$ cat src/rtl/datapath_pkg.sv
// -----------------------------------------------------------------------------
// datapath_pkg
// Shared definitions for the datapath block: control-word field positions,
// ALU opcodes, operand source indices and the output destination index.
// Related build option: DATAPATH_FLAGS_EN (see datapath.sv).
// -----------------------------------------------------------------------------
package datapath_pkg;

   // Control word layout: [14:13] op, [12:9] src A, [8:5] src B, [4:1] dst, [0] w
   localparam int CTL_W     = 15;
   localparam int ALU_HI    = 14;
   localparam int ALU_LO    = 13;
   localparam int SRCA_HI   = 12;
   localparam int SRCA_LO   = 9;
   localparam int SRCB_HI   = 8;
   localparam int SRCB_LO   = 5;
   localparam int DST_HI    = 4;
   localparam int DST_LO    = 1;
   localparam int WEN_BIT   = 0;

   localparam int NUM_REGS  = 8;

   typedef enum logic [1:0] {
      ALU_ADD = 2'b00,
      ALU_SUB = 2'b01,
      ALU_AND = 2'b10,
      ALU_OR  = 2'b11
   } alu_op_e;

   // Operand source indices above the register file
   localparam logic [3:0] SRC_IN   = 4'd8;
   localparam logic [3:0] SRC_ZERO = 4'd9;
   localparam logic [3:0] SRC_ONE  = 4'd10;
   localparam logic [3:0] SRC_RES  = 4'd11;

   // Destination index that targets the output register
   localparam logic [3:0] DST_OUT  = 4'd8;

endpackage

$ cat src/rtl/datapath_alu.sv
// -----------------------------------------------------------------------------
// datapath_alu
// Purely combinational ALU: add, subtract, AND, OR on WIDTH-bit operands.
// Ports:
//   i_a, i_b   operands (WIDTH)
//   i_op       operation (2 bits, datapath_pkg::alu_op_e encoding)
//   o_result   WIDTH-bit result, wraps modulo 2^WIDTH
//   o_carry    add: carry-out; sub: borrow (A < B unsigned); logic ops: 0
// -----------------------------------------------------------------------------
module datapath_alu
   import datapath_pkg::*;
#(
   parameter int WIDTH = 8
) (
   input  logic [WIDTH-1:0] i_a,
   input  logic [WIDTH-1:0] i_b,
   input  logic [1:0]       i_op,
   output logic [WIDTH-1:0] o_result,
   output logic             o_carry
);

   logic [WIDTH:0] w_ext;

   always_comb begin
      w_ext = '0;
      case (alu_op_e'(i_op))
         ALU_ADD: w_ext = {1'b0, i_a} + {1'b0, i_b};
         // The extra MSB of a widened subtract is set exactly when A < B
         ALU_SUB: w_ext = {1'b0, i_a} - {1'b0, i_b};
         ALU_AND: w_ext = {1'b0, i_a & i_b};
         ALU_OR:  w_ext = {1'b0, i_a | i_b};
         default: w_ext = '0;
      endcase
   end

   assign o_result = w_ext[WIDTH-1:0];
   assign o_carry  = w_ext[WIDTH];

endmodule

$ cat src/rtl/datapath.sv
// -----------------------------------------------------------------------------
// datapath
// Eight-entry register file, two operand muxes, an ALU and an output register,
// driven by a 15-bit control word every cycle.
// Ports:
//   clk       clock, rising edge
//   rst       synchronous active-low reset
//   i_signal  control word {op[1:0], srcA[3:0], srcB[3:0], dst[3:0], w}
//   i_data    external operand (source index 8)
//   o_data    output register (destination index 8)
//   o_valid   high the cycle after o_data was written
//   o_result  ALU result registered every cycle
//   o_carry   registered carry/borrow flag
//   o_zero    registered zero flag
// Build option: define DATAPATH_FLAGS_EN to implement the flag registers;
// otherwise o_carry and o_zero are tied to 0.
// -----------------------------------------------------------------------------
module datapath
   import datapath_pkg::*;
#(
   parameter int WIDTH = 8
) (
   input  logic             clk,
   input  logic             rst,
   input  logic [14:0]      i_signal,
   input  logic [WIDTH-1:0] i_data,
   output logic [WIDTH-1:0] o_data,
   output logic             o_valid,
   output logic [WIDTH-1:0] o_result,
   output logic             o_carry,
   output logic             o_zero
);

   logic [WIDTH-1:0] r_regs [NUM_REGS];
   logic [WIDTH-1:0] r_data;
   logic             r_valid;
   logic [WIDTH-1:0] r_result;

   logic [1:0]       w_op;
   logic [3:0]       w_srca;
   logic [3:0]       w_srcb;
   logic [3:0]       w_dst;
   logic             w_wen;
   logic [WIDTH-1:0] w_a;
   logic [WIDTH-1:0] w_b;
   logic [WIDTH-1:0] w_alu_res;
   logic             w_alu_carry;
   logic             w_wr_reg;
   logic             w_wr_out;

   assign w_op   = i_signal[ALU_HI:ALU_LO];
   assign w_srca = i_signal[SRCA_HI:SRCA_LO];
   assign w_srcb = i_signal[SRCB_HI:SRCB_LO];
   assign w_dst  = i_signal[DST_HI:DST_LO];
   assign w_wen  = i_signal[WEN_BIT];

   // Destinations 9-15 are null: nothing but o_result changes
   assign w_wr_reg = w_wen && (w_dst < DST_OUT);
   assign w_wr_out = w_wen && (w_dst == DST_OUT);

   function automatic logic [WIDTH-1:0] sel_src(input logic [3:0] idx);
      logic [WIDTH-1:0] v;
      v = '0;
      if (idx < SRC_IN)
         v = r_regs[idx[2:0]];
      else if (idx == SRC_IN)
         v = i_data;
      else if (idx == SRC_ONE)
         v = WIDTH'(1);
      else if (idx == SRC_RES)
         v = r_result;
      return v;
   endfunction

   // Combinational reads see the pre-edge contents, so a same-cycle write
   // only becomes visible on the following cycle
   assign w_a = sel_src(w_srca);
   assign w_b = sel_src(w_srcb);

   datapath_alu #(.WIDTH(WIDTH)) u_alu (
      .i_a      (w_a),
      .i_b      (w_b),
      .i_op     (w_op),
      .o_result (w_alu_res),
      .o_carry  (w_alu_carry)
   );

   always_ff @(posedge clk) begin
      if (!rst) begin
         for (int k = 0; k < NUM_REGS; k++)
            r_regs[k] <= '0;
         r_data   <= '0;
         r_valid  <= 1'b0;
         r_result <= '0;
      end else begin
         r_result <= w_alu_res;
         r_valid  <= w_wr_out;
         if (w_wr_reg)
            r_regs[w_dst[2:0]] <= w_alu_res;
         if (w_wr_out)
            r_data <= w_alu_res;
      end
   end

   assign o_data   = r_data;
   assign o_valid  = r_valid;
   assign o_result = r_result;

`ifdef DATAPATH_FLAGS_EN
   logic r_carry;
   logic r_zero;

   // Flags follow real writes only (register file or output register)
   always_ff @(posedge clk) begin
      if (!rst) begin
         r_carry <= 1'b0;
         r_zero  <= 1'b0;
      end else if (w_wr_reg || w_wr_out) begin
         r_carry <= w_alu_carry;
         r_zero  <= (w_alu_res == '0);
      end
   end

   assign o_carry = r_carry;
   assign o_zero  = r_zero;
`else
   logic w_unused_carry;
   assign w_unused_carry = w_alu_carry;
   assign o_carry = 1'b0;
   assign o_zero  = 1'b0;
`endif

endmodule
$ cat config.mk
export PLATFORM = sky130hd
export DESIGN_NAME = datapath
export DESIGN_NICKNAME = d
export VERILOG_FILES = /design/src/rtl/datapath_pkg.sv /design/src/rtl/datapath_alu.sv /design/src/rtl/datapath.sv
export SDC_FILE = /design/constraint.sdc
export NUM_CORES = 1
export LEC_CHECK = 0
export CAP_MARGIN = 10
export CORE_ASPECT_RATIO = 0.6
export CORE_MARGIN = 2
export CORE_UTILIZATION = 58
export DETAILED_ROUTE_END_ITERATION = 6
export PLACE_DENSITY = 0.88
export SETUP_SLACK_MARGIN = 0.05
export SLEW_MARGIN = 25
export SYNTH_ARGS = -nofsm -noshare
export SYNTH_HDL_FRONTEND = slang
export SYNTH_SLANG_ARGS = --single-unit
$ cat constraint.sdc
create_clock -name clk -period 6 [get_ports clk]
set_input_delay 1.2 -clock clk [delete_from_list [all_inputs] [get_ports clk]]
set_output_delay 1.2 -clock clk [all_outputs]
set_load 0.02 [all_outputs]
==> results.json <==
{
  "status": "finished, final reports clean",
  "dieHeight_um": 74.0,
  "crit_type": "in -> reg",
  "cp.arrival_ps": 5370,
  "num_io_pins": 44,
  "place_area_um2": 5260,
  "relSlewSlack_pct": 37.7,
  "synth-seq-cells": 81,
  "wl_met2_mm": 5.57,
  "nets": 508,
  "drtAntennaViolNets": 0,
  "p_sw_share_pct": 30.2,
  "period_share_pct": 88.1,
  "start_util_pct": 60.1,
  "drt_iter0_drc": 590,
  "area_delta_synth_final_pct": 17.4,
  "clk_latency_ps": 340,
  "switchingPower_mw": 0.486,
  "clock-sinks": 81,
  "ys_types": 50,
  "slew_viol_final": 0,
  "syn-cell-area_um2": 4730,
  "regArea_um2": 2260,
  "htree_levels": 3,
  "die_area_um2": 8930,
  "cts_buffers": 9,
  "setup_violations": 0,
  "wl_met3_mm": 1.82,
  "cts_setup_buffers": 0,
  "rsz0062_at_grt": "false",
  "intPower_mw": 1.12,
  "hold_viol_final": 0,
  "startpoint_type": "input port",
  "comb_power_share_pct": 25.1,
  "clockRootBuffer": "clkbuf_16",
  "cts_tree": "built",
  "fmax_ghz": 0.189,
  "worstMarginPinSlew_ps": 929,
  "overflow": 0,
  "port-buffer-count": 41,
  "num-fill-cells": 576,
  "clk_pin_slew_worst_paths_ps": 60,
  "wl_met1_mm": 5.45,
  "die_x_um": 121,
  "p_clk_share_pct": 34.0,
  "grt_pass1_vias": 3606,
  "coreArea_um2": 7880,
  "power.leakage_nw": 2.04,
  "tns_ps": 0,
  "synth_ff_type": "edfxtp_1",
  "seqPwrFrac_pct": 40.9,
  "hpwl_mm": 9.56,
  "fin_worst_skew_ps": 8.57,
  "place.gp.congestion": 1.00,
  "via_per_inst": 6.59,
  "highest_layer": "met4",
  "rows": 25,
  "grt_usage_pct": 30.8,
  "yosys_warnings": 0,
  "synth-async-reset-ratio_pct": 0,
  "fin_crit_ps": 5280,
  "drive_gt1_share_pct": 14.0,
  "grt_pass1_wl_mm": 20.0,
  "antenna_found_initial": 0,
  "power.density_nw_per_um2": 290,
  "postSynthAreaPerCell_um2": 11.0,
  "wirelength_mm": 13.1,
  "crit_required_ps": 6080,
  "synth_edf_count": 64,
  "synth_seq_area_share_pct": 47.8,
  "via_count": 3853,
  "ctsResizeCount": 0,
  "path_max_fanout": 13,
  "fin_hold_ws_ps": 499,
  "netlist_instances": 430,
  "wl_per_cell_um": 22.4,
  "num_antenna_cells": 0,
  "drv_cap": 0,
  "multi_input_area_um2": 2300,
  "clock_path_buffers": 2,
  "hold_depth": 2,
  "first_pass_iters": 6,
  "grt_max_degree": 27,
  "irDropWorstVdd_mv": 0.203,
  "hold_buffers": 0,
  "crit_path_end_kind": "flop",
  "drc": 0,
  "min_path_type": "reg -> reg",
  "final_cell_area_um2": 5560,
  "reg2reg_depth": 16
}
[state kept, by name, summed over array words and instances, names as in the netlist]
| register | count |
|---|---|
| o_result | 8 |
| o_data | 8 |
| r_regs | 64 |
| o_valid | 1 |
[cell usage after synthesis (all sizes together), types with 2 or more instances]
| cell type | instances | area share, % |
|---|---|---|
| o21a | 2 | 0.32 |
| o22a | 4 | 0.74 |
| o2bb2ai | 5 | 0.92 |
| nand2b | 6 | 0.79 |
| clkbuf | 13 | 1.0 |
| buf | 11 | 1.8 |
| nand3 | 4 | 0.42 |
| o32ai | 3 | 0.71 |
| nand2 | 26 | 2.1 |
| nor3 | 7 | 0.74 |
| nor2b | 5 | 0.66 |
| mux4 | 24 | 11 |
| inv | 11 | 0.87 |
| a211oi | 5 | 0.79 |
| o22ai | 7 | 0.92 |
| ha | 10 | 2.6 |
| nor3b | 2 | 0.32 |
| dfxtp | 17 | 7.2 |
| a22oi | 12 | 1.9 |
| xnor2 | 8 | 1.5 |
| nor2 | 109 | 8.6 |
| a221oi | 2 | 0.37 |
| and2 | 2 | 0.26 |
| xor2 | 3 | 0.56 |
| o32a | 2 | 0.42 |
| edfxtp | 64 | 41 |
| o21ai | 9 | 0.95 |
| maj3 | 6 | 1.3 |
| mux2i | 10 | 2.1 |
| mux2 | 11 | 2.6 |
| a21oi | 20 | 2.4 |
[worst max-delay path, cell delays in order]
cell and delay [ps]:
clkdlybuf4s50_1 860, nand2b_1 340, o22ai_1 160, o32a_1 380
ha_1 330, nand2_1 80, o21a_1 140, ha_1 220
nor2b_1 130, o21ai_0 220, a21oi_1 120, nor3_1 140
o21bai_1 100, xnor2_1 230, mux2i_1 220, o221a_2 390
nor2_1 80
[kinds of logic (layout without fill, tap and decap cells)]
| family | count (synthesis) | after routing | share of synthesized area [%] |
|---|---|---|---|
| flip-flops | 81 | 81 | 47.8 |
| multiplexers | 45 | 45 | 16.2 |
| adder cells (fa/ha/maj) | 17 | 17 | 4.33 |
| AO/OA/AOI/OAI | 78 | 78 | 11.8 |
| buffers and inverters | 35 | 81 | 3.67 |
| AND/OR/NAND/NOR | 162 | 162 | 14.0 |
| XOR/XNOR | 11 | 11 | 2.04 |
| other | 1 | 2 | 0.0792 |
[worst paths after layout]
kind                                endpoint    startpoint  slack (ps)
worst min register to register     o_data[1]     o_data[1]         500
worst max register to register  r_regs[5][7]  r_regs[3][0]        2000
worst min-delay path               o_data[1]     o_data[1]         500
worst max-delay path            r_regs[5][7]   i_signal[6]         720
[cell usage in the layout, fill, tap and decap left out, drive strengths merged, types with 9 or more instances in the layout]
cell type | Yosys | routed
ha | 10 | 10
clkdlybuf4s50 | 0 | 41
mux4 | 24 | 24
o21ai | 9 | 9
dfxtp | 17 | 17
edfxtp | 64 | 64
mux2i | 10 | 10
mux2 | 11 | 11
clkbuf | 13 | 10
buf | 11 | 13
nor2 | 109 | 109
a22oi | 12 | 12
a21oi | 20 | 20
inv | 11 | 12
nand2 | 26 | 26
[stage by stage]
step	util (%)	power, mW	cells	worst slack [ps]
after CTS	70.5	1.60	585	819
after global routing	70.5	1.67	585	455
after global placement	66.7	1.05	569	649
after detailed placement	66.7	1.06	569	507
final	70.5	1.61	585	715
after floorplan	-	0.910	431	1370
[power groups by stage]
stage / sequential [mW] / combinational [mW] / clock [mW]
3_3_place_gp: 0.666 / 0.382 / 0
5_1_grt: 0.660 / 0.431 / 0.577
4_1_cts: 0.656 / 0.398 / 0.550
3_5_place_dp: 0.668 / 0.395 / 0
2_1_floorplan: 0.671 / 0.239 / 0
6_report: 0.658 / 0.405 / 0.547
[metal layers]
metal / vias to the layer above / global-route usage [%]
li1: 1670 / -
met1: 1876 / 45.1
met2: 276 / 45.3
met3: 31 / 9.13
met4: 0 / 9.43
met5: - / 0
[cell type report]
| type | instances | share of cell area (%) |
|---|---|---|
| inverters | 11 | 0.743 |
| well taps | 108 | 2.43 |
| clock buffers | 10 | 4.12 |
| multi-input cells | 315 | 41.4 |
| repair buffers | 54 | 9.37 |
| clock inverters | 6 | 1.22 |
| flip-flops and latches | 81 | 40.7 |
Note: power is estimated with default switching activity, not from simulation.
